`src/rtl/expr_pkg.sv`:
```
// Shared types and character constants for the expression evaluator.
package expr_pkg;

  typedef enum logic [1:0] {
    StStart = 2'd0,
    StNum   = 2'd1,
    StOp    = 2'd2,
    StErr   = 2'd3
  } state_e;

  typedef enum logic [2:0] {
    ClsDigit,
    ClsPlus,
    ClsMul,
    ClsEq,
    ClsOther
  } char_class_e;

  localparam logic [7:0] CharZero = 8'h30;
  localparam logic [7:0] CharNine = 8'h39;
  localparam logic [7:0] CharPlus = 8'h2b;
  localparam logic [7:0] CharMul  = 8'h2a;
  localparam logic [7:0] CharEq   = 8'h3d;

endpackage

```
`src/rtl/expr_char_class.sv`:
```
// Combinational ASCII classifier: character class plus the digit value for '0'..'9'.
module expr_char_class
  import expr_pkg::*;
(
  input  logic [7:0]  ch,
  output char_class_e cls,
  output logic [3:0]  digit
);

  always_comb begin
    cls   = ClsOther;
    digit = 4'd0;
    if (ch >= CharZero && ch <= CharNine) begin
      cls   = ClsDigit;
      digit = ch[3:0];
    end else if (ch == CharPlus) begin
      cls = ClsPlus;
    end else if (ch == CharMul) begin
      cls = ClsMul;
    end else if (ch == CharEq) begin
      cls = ClsEq;
    end
  end

endmodule

```
`src/rtl/expr_eval.sv`:
```
// Streaming evaluator for single-digit expressions with '+' and '*' ('*' binds tighter).
// Optional sticky overflow flag enabled by defining EXPR_EVAL_OVF_EN.
module expr_eval
  import expr_pkg::*;
#(
  parameter int unsigned W = 16
) (
  input  logic         clk,
  input  logic         clr,
  input  logic         in_valid,
  input  logic [7:0]   in,
  output logic [W-1:0] result,
  output logic         ok,
  output logic         done,
  output logic [1:0]   s
`ifdef EXPR_EVAL_OVF_EN
  ,
  output logic         ovf
`endif
);

  char_class_e  cls;
  logic [3:0]   digit;
  state_e       state_q;
  logic [W-1:0] sum_q, prod_q;
  logic         mul_pend_q;
  logic [W-1:0] dig_w, prod_mul, prod_op, sum_add, res_op;

  expr_char_class u_char_class (
    .ch    (in),
    .cls   (cls),
    .digit (digit)
  );

  assign dig_w   = {{(W-4){1'b0}}, digit};
  assign prod_op = mul_pend_q ? prod_mul : dig_w;
  assign s       = state_q;

`ifdef EXPR_EVAL_OVF_EN
  logic [W+3:0] mul_wide;
  logic         add_c, res_c, mul_c;

  assign mul_wide         = {4'b0, prod_q} * {{W{1'b0}}, digit};
  assign prod_mul         = mul_wide[W-1:0];
  assign mul_c            = mul_pend_q && (|mul_wide[W+3:W]);
  assign {add_c, sum_add} = {1'b0, sum_q} + {1'b0, prod_q};
  assign {res_c, res_op}  = {1'b0, sum_q} + {1'b0, prod_op};
`else
  assign prod_mul = prod_q * dig_w;
  assign sum_add  = sum_q + prod_q;
  assign res_op   = sum_q + prod_op;
`endif

  always_ff @(posedge clk) begin
    if (clr) begin
      state_q    <= StStart;
      sum_q      <= '0;
      prod_q     <= '0;
      mul_pend_q <= 1'b0;
      result     <= '0;
      ok         <= 1'b0;
      done       <= 1'b0;
`ifdef EXPR_EVAL_OVF_EN
      ovf        <= 1'b0;
`endif
    end else begin
      done <= 1'b0;
      if (in_valid) begin
        case (state_q)
          StStart: begin
            case (cls)
              ClsDigit: begin
                sum_q      <= '0;
                prod_q     <= dig_w;
                mul_pend_q <= 1'b0;
                result     <= dig_w;
                ok         <= 1'b1;
                state_q    <= StNum;
`ifdef EXPR_EVAL_OVF_EN
                ovf        <= 1'b0;
`endif
              end
              ClsEq: begin
                done   <= 1'b1;
                result <= '0;
                ok     <= 1'b0;
              end
              default: begin
                ok      <= 1'b0;
                state_q <= StErr;
              end
            endcase
          end
          StNum: begin
            case (cls)
              ClsPlus: begin
                sum_q   <= sum_add;
                ok      <= 1'b0;
                state_q <= StOp;
`ifdef EXPR_EVAL_OVF_EN
                if (add_c) ovf <= 1'b1;
`endif
              end
              ClsMul: begin
                mul_pend_q <= 1'b1;
                ok         <= 1'b0;
                state_q    <= StOp;
              end
              // Valid terminator: result and ok stay up through the done cycle.
              ClsEq: begin
                done    <= 1'b1;
                state_q <= StStart;
              end
              default: begin
                ok      <= 1'b0;
                state_q <= StErr;
              end
            endcase
          end
          StOp: begin
            case (cls)
              ClsDigit: begin
                prod_q     <= prod_op;
                mul_pend_q <= 1'b0;
                result     <= res_op;
                ok         <= 1'b1;
                state_q    <= StNum;
`ifdef EXPR_EVAL_OVF_EN
                if (mul_c || res_c) ovf <= 1'b1;
`endif
              end
              ClsEq: begin
                done    <= 1'b1;
                ok      <= 1'b0;
                state_q <= StErr;
              end
              default: begin
                ok      <= 1'b0;
                state_q <= StErr;
              end
            endcase
          end
          default: begin
            if (cls == ClsEq) begin
              done    <= 1'b1;
              state_q <= StStart;
            end
          end
        endcase
      end
    end
  end

endmodule
```
`config.mk`:
```
export PLATFORM = sky130hd
export DESIGN_NAME = expr_eval
export DESIGN_NICKNAME = d
export VERILOG_FILES = /design/src/rtl/expr_pkg.sv /design/src/rtl/expr_char_class.sv /design/src/rtl/expr_eval.sv
export SDC_FILE = /design/constraint.sdc
export NUM_CORES = 1
export LEC_CHECK = 0
export ABC_AREA = 0
export BUFFER_PORTS_ARGS = -buffer_cell sky130_fd_sc_hd__buf_2
export CORE_ASPECT_RATIO = 1.25
export CORE_MARGIN = 10
export CORE_UTILIZATION = 35
export CTS_CLUSTER_DIAMETER = 100
export DETAILED_ROUTE_END_ITERATION = 10
export PLACE_DENSITY = 0.62
export SYNTH_ARGS = -nofsm -noshare
export SYNTH_HDL_FRONTEND = slang
export SYNTH_HIERARCHICAL = 1
export SYNTH_SLANG_ARGS = --single-unit
```
`constraint.sdc`:
```
create_clock -name clk -period 5.9 [get_ports clk]
set_clock_uncertainty 0.1 [all_clocks]
set_input_delay 0.59 -clock clk [delete_from_list [all_inputs] [get_ports clk]]
set_output_delay 0.59 -clock clk [all_outputs]
set_load 0.01 [all_outputs]
```
; Word-level counts from Yosys, hierarchy flattened
; Cells that the tools add are included.
[word_totals]
latch_bits = 0
ramBits = 0
word_cells = 72
mem_count = 0
out_inout_bits = 20
rom_bits = 0
register_bits = 53
input_bits = 11
[classes]
n_mux = 27
addsub = 2
reduce_logical = 16
shifts = 0
eq_ne = 16
n_bitwise = 1
div_mod_pow = 0
magnitude_cmp = 2
n_mul = 1
[op_table]
columns = operator, count
row1 = $pmux 16 s2, 4
row2 = $mux 16, 6
row3 = $add 16x16->16, 2
row4 = $eq 8x6->1 const B, 3
row5 = $mul 16x4->16, 1
row6 = $reduce_and 4->1, 4
row7 = $mux 3, 4
row8 = $ne 2x1->1 const B, 5
row9 = $ge 8x6->1 const B, 1
row10 = $le 8x6->1 const B, 1
row11 = $pmux 2 s2, 2
row12 = $eq 3x2->1 const B, 2
row13 = $pmux 2 s3, 1
row14 = $reduce_and 3->1, 2
row15 = $reduce_bool 2->1, 3
row16 = $reduce_or 2->1, 3
row17 = $mux 1, 5
row18 = $mux 2, 2
row19 = $mux 4, 1
row20 = $ne 2x2->1 const B, 2
row21 = $pmux 1 s2, 2
row22 = $reduce_bool 4->1, 1
row23 = $eq 3x1->1 const B, 1
row24 = $logic_not 3->1, 1
row25 = 6 further kinds, 6

; Depth between registers and ports, before layout
; Gate-level depths: netlist (run 1).
[logic_depth]
ltp_word = 9
mapped_depth = 28
mapped_depth_nobuf = 27

; Hierarchy
; The synthesis (run 1) kept the hierarchy.
[modules_own_cells]
columns = module, cells_per_inst, seq_area_each_um2, n_inst, area_each_um2
row1 = expr_eval, 607, 1061.0, 1, 4951.0
row2 = expr_char_class, 21, 0.0, 1, 148.9

; Worst setup path before layout (run 1)
; Ideal clock, no wire load.
[synth_timing]
kind = in2reg
from = input port in[7]
to = register result[15]
arrival_ns = 5.946
cell_stages = 25
n_path_buf = 1
setup_slack_ns = -0.263
required_ns = 5.683
setup_time_ns = 0.117
cell_sequence = nor3b_4 nand2_2 nor4b_2 clkbuf_1 nand2_1 fa_1 fa_1 inv_1 ha_1 a21oi_2 o221ai_1 or2_2 a21o_1 a21oi_1 xnor2_1 and2_1 ha_1 or3_1 o21ai_0 a21oi_1 maj3_2 a21oi_2 o21ai_1 xnor2_1 a32o_1
[synth_via]
elab_chain_cells = 8
word_cells_on_any_way = 21
classes_between = add/sub: 1 / mul: 1 / order compare: 2 / eq/ne: 6 / mux: 8 / reduce/logical: 3
[synth_lines]
columns = item, line_no
row1 = start: declaration, expr_eval.sv:11  ; input logic [7:0] in,
row2 = $ge 8x6->1 or $le 8x6->1 (tied branches), expr_char_class.sv:13  ; if (ch >= CharZero && ch <= CharNine) begin
row3 = $logic_and 1x1->1 *, expr_char_class.sv:13
row4 = $mux 4 *, expr_char_class.sv:13
row5 = via digit[3], expr_eval.sv:23  ; logic [3:0] digit;
row6 = $mul 16x4->16, expr_eval.sv:49  ; assign prod_mul = prod_q * dig_w;
row7 = $mux 16 *, expr_eval.sv:36  ; assign prod_op = mul_pend_q ? prod_mul : dig_w;
row8 = $add 16x16->16 *, expr_eval.sv:51  ; assign res_op = sum_q + prod_op;
row9 = $mux 16 *, expr_eval.sv:121  ; case (cls)
row10 = $pmux 16 s2 *, expr_eval.sv:69  ; case (state_q)
row11 = end signal: assignment, expr_eval.sv:76  ; result <= dig_w;
row12 = end signal: assignment, expr_eval.sv:125  ; result <= res_op;
row13 = end: declaration, expr_eval.sv:12  ; output logic [W-1:0] result,
; Mark *: on every way through the listed nets, which the timed path passes. The rest lies on a longest branch. The select of a mux whose other input is x is not followed.
; A chain may end at the register's enable or synchronous reset.

; Final worst setup path (run 1)
[layout_timing]
from = input port in[6]
to = register result[15]
; The elaborated chain is that of the path after synthesis.

==> results.yml, run 1 <==
run_status:
  status: "finished, final reports clean"
drt:
  viasPerCell: 5.37
  detailroute.via_count: 4605
  drt_drc_violations_left: 0
  dr.first_iter.drc_count: 236
  number_of_iterations_in_the_first_detailed_routing_pass: 6
  antenna_violating_nets_post_route: 0
  route.final.wire_length_um: 14200
  detail_route.wl_per_cell_um: 16.6
worst_setup_path:
  r2r-start: "prod_q[1]$_SDFFE_PP0P_"
  slowest_stage_cell_on_the_critical_path: "sky130_fd_sc_hd__fa_2"
  crit_required_ps: 5990
  critical_path_class: "in2reg"
  timing.critical_path.to_type: "flip-flop"
  worstReg2RegEnd: "result[15]$_SDFFE_PP0P_"
  cell_occurring_most_often_along_the_worst_timing_path: "sky130_fd_sc_hd__a21oi_2"
  rrSetupSlack_ps: 720
  crit_arrival_ps: 5690
  ff2ff_path_depth: 23
  worst-path-max-fanout: 4
  cp_max_stage_delay_ps: 550
  crit_path_start_kind: "input pin"
run:
  max_cap_viol_count: 0
sta:
  number_of_max_slew_violations_in_the_final_report: 0
  final_hold_viol_count: 0
  hold_slack_ps: 387
  rel_slew_slack_pct: 29.8
  layout_worst_path_cycle_share_pct: 94.9
  max_freq_mhz: 179
  report.final.setup_viol: 0
  post-route-min-period_ps: 5600
  tightest_slew_ps: 1050
synth:
  share_of_flip_flops_with_an_asynchronous_set_or_reset_pct: 0
  ys_seq_elements: 53
  syn_avg_cell_area_um2: 8.12
  synthTopCellsByArea: "sky130_fd_sc_hd__dfxtp_1, sky130_fd_sc_hd__ha_1, sky130_fd_sc_hd__fa_1"
  syn-instance-count: 628
  synthDominantCellAreaShare_pct: 20.8
  netlist-cell-type-count: 62
  synth-seq-area-share_pct: 20.8
  netlist_area_um2: 5100
  synth-main-ff-cell: "sky130_fd_sc_hd__dfxtp_1"
  synthDominantAreaCellType: "sky130_fd_sc_hd__dfxtp_1"
  postSynthNetCount: 711
  yosysWarnings: 6
  synth_edf_count: 0
min_path:
  worstHoldStart: "result[3]$_SDFFE_PP0P_"
  hold_worst_path_end: "result[3]$_SDFFE_PP0P_"
  timing.hold.worst_path_depth: 2
  hold_class: "reg2reg"
grt:
  pin_count_of_the_biggest_net_entering_global_routing: 50
  grt-ovfl-total: 0
  antenna_found_initial: 0
  grt_pass1_wl_um: 23500
  vias_in_the_first_global_route: 4698
  global_route.usage.total_pct: 14.2
clock_tree:
  clk_transition_reported_paths_ps: 70
  number_of_levels_in_the_clock_h_tree: 2
  tritoncts.num_buffers: 5
  clock-root-buffer: "sky130_fd_sc_hd__clkbuf_16"
  insertion_delay_ps: 300
  tritoncts: "built"
  clk_path_buf_depth: 2
  clock-sinks: 53
final_layout:
  filler_cell_count: 1469
  layout.nets: 762
  area_growth_syn_to_layout_pct: 15.8
  antenna_cells: 0
  fin_util_pct: 41.1
  drive_gt1_share_pct: 15.6
die:
  die-area_um2: 19800
  dieHeight_um: 155
  core_area_um2: 14300
  chipWidth_um: 128
  placement_rows: 49
  io_pins: 31
  start_util_pct: 35.5
power:
  cellLeakagePower_nw: 2.77
  finalPower_uw: 700
  irDropWorstVdd_mv: 0.0978
  cellPowerDensity_nw_per_um2: 119
placed_design:
  detailedPlacementHpwl_um: 10800
  io_port_bufs: 30
  gp_congestion: 0.875
through the flow:
stage / setup WS, ps / cell area (µm²) / setup TNS (ps) / cells
after floorplan: 11.6 / 5140 / 0 / 628
after global placement: -102 / 5660 / -196 / 846
after detailed placement: -168 / 5660 / -347 / 846
after CTS: 89.2 / 5800 / 0 / 853
after global routing: -16.4 / 5900 / -16.4 / 857
final: 303 / 5900 / 0 / 857
flip-flops by register name (all words and copies together) (netlist names):
signal	flops
s	2
result	16
sum_q	16
mul_pend_q	1
ok	1
prod_q	16
done	1
report_power, final:
group | internal (mW) | leakage [nW] | switching, mW
sequential | 0.359 | 0.427 | 0.00406
combinational | 0.0137 | 2.27 | 0.0248
clock | 0.167 | 0.0700 | 0.131
total | 0.540 | 2.77 | 0.160
layout by cell type (no fill, tap or decap), drive strengths merged, types with 3 or more instances in the layout:
| cell | instances |
|---|---|
| o21ai | 22 |
| nor2b | 9 |
| a22oi | 30 |
| o211ai | 6 |
| a211oi | 5 |
| dfxtp | 53 |
| a21oi | 39 |
| nor3 | 11 |
| a21o | 14 |
| clkbuf | 7 |
| mux2i | 3 |
| xor2 | 12 |
| inv | 58 |
| xnor2 | 30 |
| a31oi | 3 |
| ha | 45 |
| or3 | 5 |
| nor3b | 7 |
| nand3 | 12 |
| a32o | 5 |
| o21bai | 7 |
| buf | 66 |
| o21a | 3 |
| and2 | 49 |
| a221oi | 3 |
| nand2b | 6 |
| nand2 | 44 |
| fa | 27 |
| nor2 | 64 |
| and3 | 6 |
final cells by class:
type | instances | area, µm² | area share (%)
clock buffers | 7 | 143 | 2.42
inverters | 58 | 218 | 3.69
multi-input cells | 495 | 3830 | 64.9
flip-flops and latches | 53 | 1060 | 18.0
well taps | 178 | 223 | 3.77
repair buffers | 66 | 428 | 7.25
synthesized netlist by cell type, drive strengths merged, types with 5 or more instances:
cell type,n
nor3b,7
nor2,64
o21bai,7
nand2b,6
and2,49
xnor2,30
ha,45
a211oi,5
nand3,12
a21o,14
nor3,11
inv,58
o21ai,22
and3,6
dfxtp,53
o211ai,6
a22oi,30
clkbuf,20
xor2,12
a32o,5
fa,27
or3,5
nor2b,9
a21oi,39
nand2,44
critical path, delay by kind of cell:
kind                     cells  cell delay, ps
buffers and inverters        1             110
AND/OR/NAND/NOR              8            1590
adder cells (fa/ha/maj)      5            1930
AO/OA/AOI/OAI               10            1230
XOR/XNOR                     2             220
per-layer routing:
layer / vias to the layer above / track usage, % / share of wire [%]
li1: 2270 / - / -
met5: - / 0 / 0
met4: 0 / 6.98 / 4.3
met2: 88 / 25.3 / 51
met3: 29 / 1.63 / 2.8
met1: 2218 / 16.4 / 42
timing repair:
item / in CTS / in global routing
endpoints found under the setup margin: 0 / 5
hold buffers: 0 / 0
gates resized for setup: 0 / 22
buffers inserted: 0 / 4
cell families after synthesis:
logic type | Yosys count | synth area share [%]
and+or+nand+nor | 223 | 22.4
AOI/OAI and AO/OA | 152 | 20.6
buffers and inverters | 80 | 6.06
adders and majority gates | 73 | 21.9
DFF | 53 | 20.8
xor gates and xnor gates | 42 | 7.21
muxes | 5 | 1.03
worst max path at each step:
stage / depth (start not counted) / end / slack, ps / from
2_1_floorplan: 25 / result[15]$_SDFFE_PP0P_ / 10 / in[7]
3_3_place_gp: 27 / result[15]$_SDFFE_PP0P_ / -100 / in[7]
3_5_place_dp: 26 / result[15]$_SDFFE_PP0P_ / -170 / in[7]
4_1_cts: 27 / result[15]$_SDFFE_PP0P_ / 90 / in[7]
5_1_grt: 29 / result[13]$_SDFFE_PP0P_ / -20 / in[6]
6_report: 26 / result[15]$_SDFFE_PP0P_ / 300 / in[6]
Power figures use the tool's default switching activity.
==> inputs of run 2 (changes only) <==
Settings changed: CORE_MARGIN 10 to unset, SYNTH_HIERARCHICAL 1 to unset.
==> results.yml, run 2 <==
power:
  finalPower_uw: 734
  cellLeakagePower_nw: 2.85
  power.share.clock_pct: 45.7
  cellPowerDensity_nw_per_um2: 121
  irDropWorstVdd_mv: 0.140
  netSwitchingPower_uw: 161
  share_of_power_burned_in_registers_pct: 49.3
  power.switching_fraction_pct: 21.9
  power_report.internal_total_uw: 573
  power.share.combinational_pct: 5.0
worst_setup_path:
  rrSetupSlack_ps: 840
  crit_required_ps: 5990
  critical_path_buf_inv_count: 8
  cell_occurring_most_often_along_the_worst_timing_path: "sky130_fd_sc_hd__buf_4"
  ff2ff_path_depth: 22
  crit_path_start_kind: "input pin"
  critical_path_cell_count: 27
  crit_arrival_ps: 5720
  cp_top_family: "adder cells"
  worstReg2RegEnd: "result[13]$_SDFFE_PP0P_"
  r2r-start: "prod_q[1]$_SDFFE_PP0P_"
  cp_max_stage_delay_ps: 520
  critical_path_class: "in2reg"
  worst-path-max-fanout: 6
  timing.critical_path.to_type: "flip-flop"
  slowest_stage_cell_on_the_critical_path: "sky130_fd_sc_hd__fa_1"
clock_tree:
  clk_path_buf_depth: 2
  tritoncts.num_buffers: 5
  number_of_levels_in_the_clock_h_tree: 2
  hold_buffers: 0
  clock-sinks: 53
  clk_transition_reported_paths_ps: 70
  tritoncts: "built"
  clock-root-buffer: "sky130_fd_sc_hd__clkbuf_16"
  insertion_delay_ps: 300
final_layout:
  most_common_cell_after_layout_fill_and_taps_aside: "sky130_fd_sc_hd__nor2_1"
  area_growth_syn_to_layout_pct: 20.2
  multi_input_area_um2: 3820
  drive_gt1_share_pct: 18.7
  sequential_cell_area_um2: 1060
  antenna_cells: 0
  largestRegisters: "prod_q (16), result (16), sum_q (16)"
  filler_cell_count: 1383
  layout.nets: 793
  layoutNonFillerInstCount: 886
  layout.cells.most_common_list: "sky130_fd_sc_hd__nor2_1, sky130_fd_sc_hd__nand2_1, sky130_fd_sc_hd__buf_4, sky130_fd_sc_hd__dfxtp_1, sky130_fd_sc_hd__inv_1"
sta:
  final_hold_viol_count: 0
  number_of_max_slew_violations_in_the_final_report: 0
  report.final.setup_viol: 0
  hold_slack_ps: 356
  layout_worst_path_cycle_share_pct: 95.5
  tightest_slew_ps: 1050
  post-route-min-period_ps: 5630
  max_freq_mhz: 178
  tns_ps: 0
  rel_slew_slack_pct: 29.8
placed_design:
  io_port_bufs: 30
  detailedPlacementHpwl_um: 10400
  gp_congestion: 0.930
  placedCellCount: 873
grt:
  globalRouteMet3Util_pct: 1.92
  busiest_layer: "met2"
  met2_usage_pct: 33.6
  pin_count_of_the_biggest_net_entering_global_routing: 57
  met1_usage_pct: 24.0
  grt_pass1_wl_um: 22600
  vias_in_the_first_global_route: 4808
  grt-ovfl-total: 0
  antenna_found_initial: 0
  global_route.usage.total_pct: 19.1
synth:
  muxShareOfSynthArea_pct: 0.743
  synth_most_common_cell: "sky130_fd_sc_hd__nor2_1"
  ys_seq_elements: 53
  synthDominantCellAreaShare_pct: 21.0
  synthesized_area_fraction_occupied_by_ao_oa_aoi_and_oai_cells_pct: 18.8
  netlist_top_cells_count: "sky130_fd_sc_hd__nor2_1, sky130_fd_sc_hd__nand2_1, sky130_fd_sc_hd__dfxtp_1"
  share_of_flip_flops_with_an_asynchronous_set_or_reset_pct: 0
  synth_edf_count: 0
  synth_fa_ha_area_share_pct: 22.2
  synth-simple-area-share_pct: 24.7
  synth-main-ff-cell: "sky130_fd_sc_hd__dfxtp_1"
  postSynthNetCount: 721
  netlist-cell-type-count: 61
  synthDominantAreaCellType: "sky130_fd_sc_hd__dfxtp_1"
  yosys.area_share.xor_xnor_pct: 6.54
  synth-seq-area-share_pct: 21.0
  syn-instance-count: 638
  yosysWarnings: 0
  netlist_area_um2: 5050
  synthTopCellsByArea: "sky130_fd_sc_hd__dfxtp_1, sky130_fd_sc_hd__ha_1, sky130_fd_sc_hd__fa_1"
  syn_avg_cell_area_um2: 7.92
  synth_top_family_by_area: "simple AND/OR/NAND/NOR gates"
drt:
  dr.first_iter.drc_count: 218
  drt_drc_violations_left: 0
  antenna_violating_nets_post_route: 0
  route.final.wire_length_um: 13300
  detailroute.via_count: 4734
  detail_route.wl_per_cell_um: 15.0
  number_of_iterations_in_the_first_detailed_routing_pass: 4
  viasPerCell: 5.34
die:
  dieHeight_um: 136
  placement_rows: 48
  io_pins: 31
  core_area_um2: 13900
  chipWidth_um: 109
  die-area_um2: 14900
  start_util_pct: 36.3
min_path:
  hold_class: "reg2reg"
  timing.hold.worst_path_depth: 2
  worstHoldStart: "result[7]$_SDFFE_PP0P_"
  hold_worst_path_end: "result[7]$_SDFFE_PP0P_"
run_status:
  status: "finished, final reports clean"
run:
  max_cap_viol_count: 0
==> run 2: cell count changes in the layout (fill, tap and decap cells not counted), moves of 6 or more <==
cell	before	now
sky130_fd_sc_hd__buf_4	34	61
sky130_fd_sc_hd__nand2_1	43	64
sky130_fd_sc_hd__o21bai_1	7	1
sky130_fd_sc_hd__xnor2_1	30	23
sky130_fd_sc_hd__o21a_1	3	9
==> run 2: layout make-up <==
type	instances	share of cell area (%)
inverters	52	3.22
clock buffers	6	2.12
flip-flops and latches	53	17.5
repair buffers	91	10.0
multi-input cells	507	62.9
clock inverters	2	0.639
well taps	175	3.61
==> run 2: worst min-delay path, stage by stage (launching register included) <==
cell and delay, ps:
sky130_fd_sc_hd__dfxtp_1 310, sky130_fd_sc_hd__nand2_1 50, sky130_fd_sc_hd__a21oi_1 50
==> run 2: repair_timing <==
| action | in CTS | in global routing |
|---|---|---|
| setup buffers | 3 | 2 |
| pin swaps | 1 | 13 |
| endpoints found under the setup margin | 4 | 4 |
| gates resized for setup | 9 | 23 |
==> run 2: cells by family (layout without fill, tap and decap cells) <==
kind of cell               after synthesis  in the layout
xor gates and xnor gates                36             36
buffers and inverters                   78            151
AOI/OAI and AO/OA                      142            142
muxes                                    3              3
DFF                                     53             53
and+or+nand+nor                        252            252
adders and majority gates               74             74
==> run 2: per-stage QoR <==
stage / utilization, % / worst slack (ps) / area [µm²]
2_1_floorplan: - / 3.25 / 5050
3_3_place_gp: 41.2 / -401 / 5730
3_5_place_dp: 41.2 / -590 / 5730
4_1_cts: 42.7 / 35.7 / 5950
5_1_grt: 43.6 / -7.36 / 6070
6_report: 43.6 / 267 / 6070
==> run 2: how the worst max path moves through the flow <==
stage                      from                      end  slack (ps)
after floorplan           in[6]  result[15]$_SDFFE_PP0P_           3
after global placement    in[6]  result[13]$_SDFFE_PP0P_        -400
after detailed placement  in[6]  result[13]$_SDFFE_PP0P_        -590
after CTS                 in[5]  result[13]$_SDFFE_PP0P_          40
after global routing      in[5]  result[13]$_SDFFE_PP0P_          -7
final                     in[5]  result[14]$_SDFFE_PP0P_         270
==> run 2: power by group through the flow <==
| stage | clock network, mW | registers [mW] | logic (mW) |
|---|---|---|---|
| 4_1_cts | 0.347 | 0.362 | 0.0368 |
| 6_report | 0.336 | 0.362 | 0.0367 |
| 3_3_place_gp | 0 | 0.370 | 0.0358 |
| 5_1_grt | 0.359 | 0.362 | 0.0402 |
| 3_5_place_dp | 0 | 0.370 | 0.0366 |
| 2_1_floorplan | 0 | 0.369 | 0.0189 |
==> run 2: layer usage <==
layer | part of all wire, % | up-vias
met3 | 3.3 | 20
met4 | 2.3 | 0
met1 | 43 | 2249
met5 | 0 | -
met2 | 51 | 110
li1 | - | 2355
==> inputs of run 3 (changes only) <==
Settings changed: CORE_UTILIZATION 35 to 56, GPL_TIMING_DRIVEN set to 0, PLACE_DENSITY 0.62 to 0.86.
==> results.yml, run 3 (same netlist as run 2, synthesis figures left out) <==
drt:
  maxUsedRoutingLayer: "met4"
  route.final.wire_length_um: 13600
  viasPerCell: 5.90
  met2_length_um: 6530
  detail_route.wl_per_cell_um: 16.9
  drt-met1-wl_um: 5620
  antenna_violating_nets_post_route: 0
  dr.first_iter.drc_count: 346
  drt_drc_violations_left: 0
  met3RoutedLength_um: 795
  detailroute.via_count: 4747
  number_of_iterations_in_the_first_detailed_routing_pass: 5
final_layout:
  sequential_cell_area_um2: 1060
  fin_util_pct: 66.0
  layoutNonFillerInstCount: 805
  antenna_cells: 0
  layout.nets: 767
  design_area_um2: 5740
  filler_cell_count: 740
  area_growth_syn_to_layout_pct: 13.7
  largestRegisters: "prod_q (16), result (16), sum_q (16)"
  layout.cells.most_common_list: "sky130_fd_sc_hd__nor2_1, sky130_fd_sc_hd__nand2_1, sky130_fd_sc_hd__dfxtp_1, sky130_fd_sc_hd__inv_1, sky130_fd_sc_hd__and2_1"
  multi_input_area_um2: 3860
  most_common_cell_after_layout_fill_and_taps_aside: "sky130_fd_sc_hd__nor2_1"
  drive_gt1_share_pct: 12.7
grt:
  antenna_found_initial: 0
  pin_count_of_the_biggest_net_entering_global_routing: 16
  grt-ovfl-total: 0
  vias_in_the_first_global_route: 4755
  grt_pass1_wl_um: 22300
  global_route.usage.total_pct: 30.6
power:
  power_report.internal_total_uw: 508
  finalPower_uw: 663
  power.switching_fraction_pct: 23.4
  power.share.combinational_pct: 5.7
  cellLeakagePower_nw: 2.63
  power.share.clock_pct: 39.9
  netSwitchingPower_uw: 155
  irDropWorstVdd_mv: 0.179
  share_of_power_burned_in_registers_pct: 54.4
  cellPowerDensity_nw_per_um2: 116
worst_setup_path:
  crit_required_ps: 6020
  crit_arrival_ps: 5870
  critical_path_class: "in2reg"
  timing.critical_path.to_type: "flip-flop"
  ff2ff_path_depth: 22
  worst-path-max-fanout: 10
  rrSetupSlack_ps: 800
  crit_path_start_kind: "input pin"
die:
  die-area_um2: 9410
  chipWidth_um: 86.9
  placement_rows: 38
  dieHeight_um: 108
  start_util_pct: 58.1
  io_pins: 31
  core_area_um2: 8700
clock_tree:
  clk_path_buf_depth: 2
  insertion_delay_ps: 320
  number_of_levels_in_the_clock_h_tree: 2
  clock-sinks: 53
  clock-root-buffer: "sky130_fd_sc_hd__clkbuf_8"
  tritoncts.num_buffers: 5
  clk_transition_reported_paths_ps: 100
  tritoncts: "built"
placed_design:
  dpl_cell_area_um2: 5350
  io_port_bufs: 29
  gp_congestion: 0.983
  detailedPlacementHpwl_um: 10200
  post-place-ws_ps: -1180
  placedCellCount: 787
sta:
  post-route-min-period_ps: 5760
  layout_worst_path_cycle_share_pct: 97.6
  rel_slew_slack_pct: 51.4
  final_hold_viol_count: 0
  max_freq_mhz: 174
  tightest_slew_ps: 724
  number_of_max_slew_violations_in_the_final_report: 0
  report.final.setup_viol: 0
  setup_ws_ps: 144
min_path:
  timing.hold.worst_path_depth: 2
  hold_class: "reg2reg"
run_status:
  status: "finished, final reports clean"
run:
  max_cap_viol_count: 0
run 3: cell types whose count changed in the layout (fill, tap and decap cells not counted), sizes merged:
cell and delta:
clkinv -1, buf -50, clkbuf +25
run 3: layout make-up:
type | count | area share (%)
clock inverters | 1 | 0.523
repair buffers | 39 | 3.84
clock buffers | 7 | 1.50
flip-flops and latches | 53 | 18.5
plain buffers | 26 | 2.48
well taps | 120 | 2.61
inverters | 52 | 3.40
multi-input cells | 507 | 67.2
run 3: power by group through the flow:
| stage | Sequential (mW) | Combinational, mW | Clock [mW] |
|---|---|---|---|
| finish | 0.361 | 0.0381 | 0.265 |
| global route | 0.361 | 0.0408 | 0.279 |
| CTS | 0.361 | 0.0364 | 0.266 |
| detailed placement | 0.369 | 0.0350 | 0 |
| global placement | 0.369 | 0.0342 | 0 |
| floorplan | 0.369 | 0.0189 | 0 |
run 3: critical path, stage by stage:
cell and delay [ps]:
sky130_fd_sc_hd__buf_2 110, sky130_fd_sc_hd__and4bb_4 390, sky130_fd_sc_hd__and3_1 180, sky130_fd_sc_hd__buf_6 160, sky130_fd_sc_hd__clkbuf_8 170, sky130_fd_sc_hd__nand2_1 70, sky130_fd_sc_hd__fa_1 470, sky130_fd_sc_hd__fa_2 570
sky130_fd_sc_hd__inv_1 50, sky130_fd_sc_hd__ha_1 310, sky130_fd_sc_hd__a211oi_2 270, sky130_fd_sc_hd__nor2_1 100, sky130_fd_sc_hd__nor2_1 100, sky130_fd_sc_hd__nor2_1 70, sky130_fd_sc_hd__nor3_1 220, sky130_fd_sc_hd__nor3_2 110
sky130_fd_sc_hd__ha_1 270, sky130_fd_sc_hd__nor3_1 180, sky130_fd_sc_hd__nand4_1 200, sky130_fd_sc_hd__nand2_1 120, sky130_fd_sc_hd__o2111ai_1 150, sky130_fd_sc_hd__maj3_1 400, sky130_fd_sc_hd__a31oi_1 240, sky130_fd_sc_hd__xnor2_1 110
sky130_fd_sc_hd__a22o_1 230
run 3: timing repair:
action / in CTS / in global routing
pin swaps: 9 / 12
setup buffers: 8 / 2
endpoints found under the hold margin: 0 / 0
endpoints found under the setup margin: 5 / 5
hold buffers: 0 / 0
gates resized for setup: 23 / 24
run 3: worst paths after layout:
path,start,to
min reg2reg,result[7]$_SDFFE_PP0P_,result[7]$_SDFFE_PP0P_
max,in[7],result[14]$_SDFFE_PP0P_
max reg2reg,prod_q[1]$_SDFFE_PP0P_,result[15]$_SDFFE_PP0P_
min,result[7]$_SDFFE_PP0P_,result[7]$_SDFFE_PP0P_
run 3: metrics by stage:
| step | TNS (ps) | hold WS (ps) |
|---|---|---|
| finish | 0 | 359 |
| CTS | 0 | 362 |
| global route | -57.7 | 376 |
| detailed placement | -4890 | 343 |
| floorplan | 0 | 353 |
| global placement | -4030 | 336 |
run 3: layer usage:
layer / GRT usage [%] / up-vias
met5: 0 / -
met4: 16.4 / 0
met3: 4.66 / 39
met2: 51.4 / 175
met1: 37.5 / 2230
li1: - / 2303
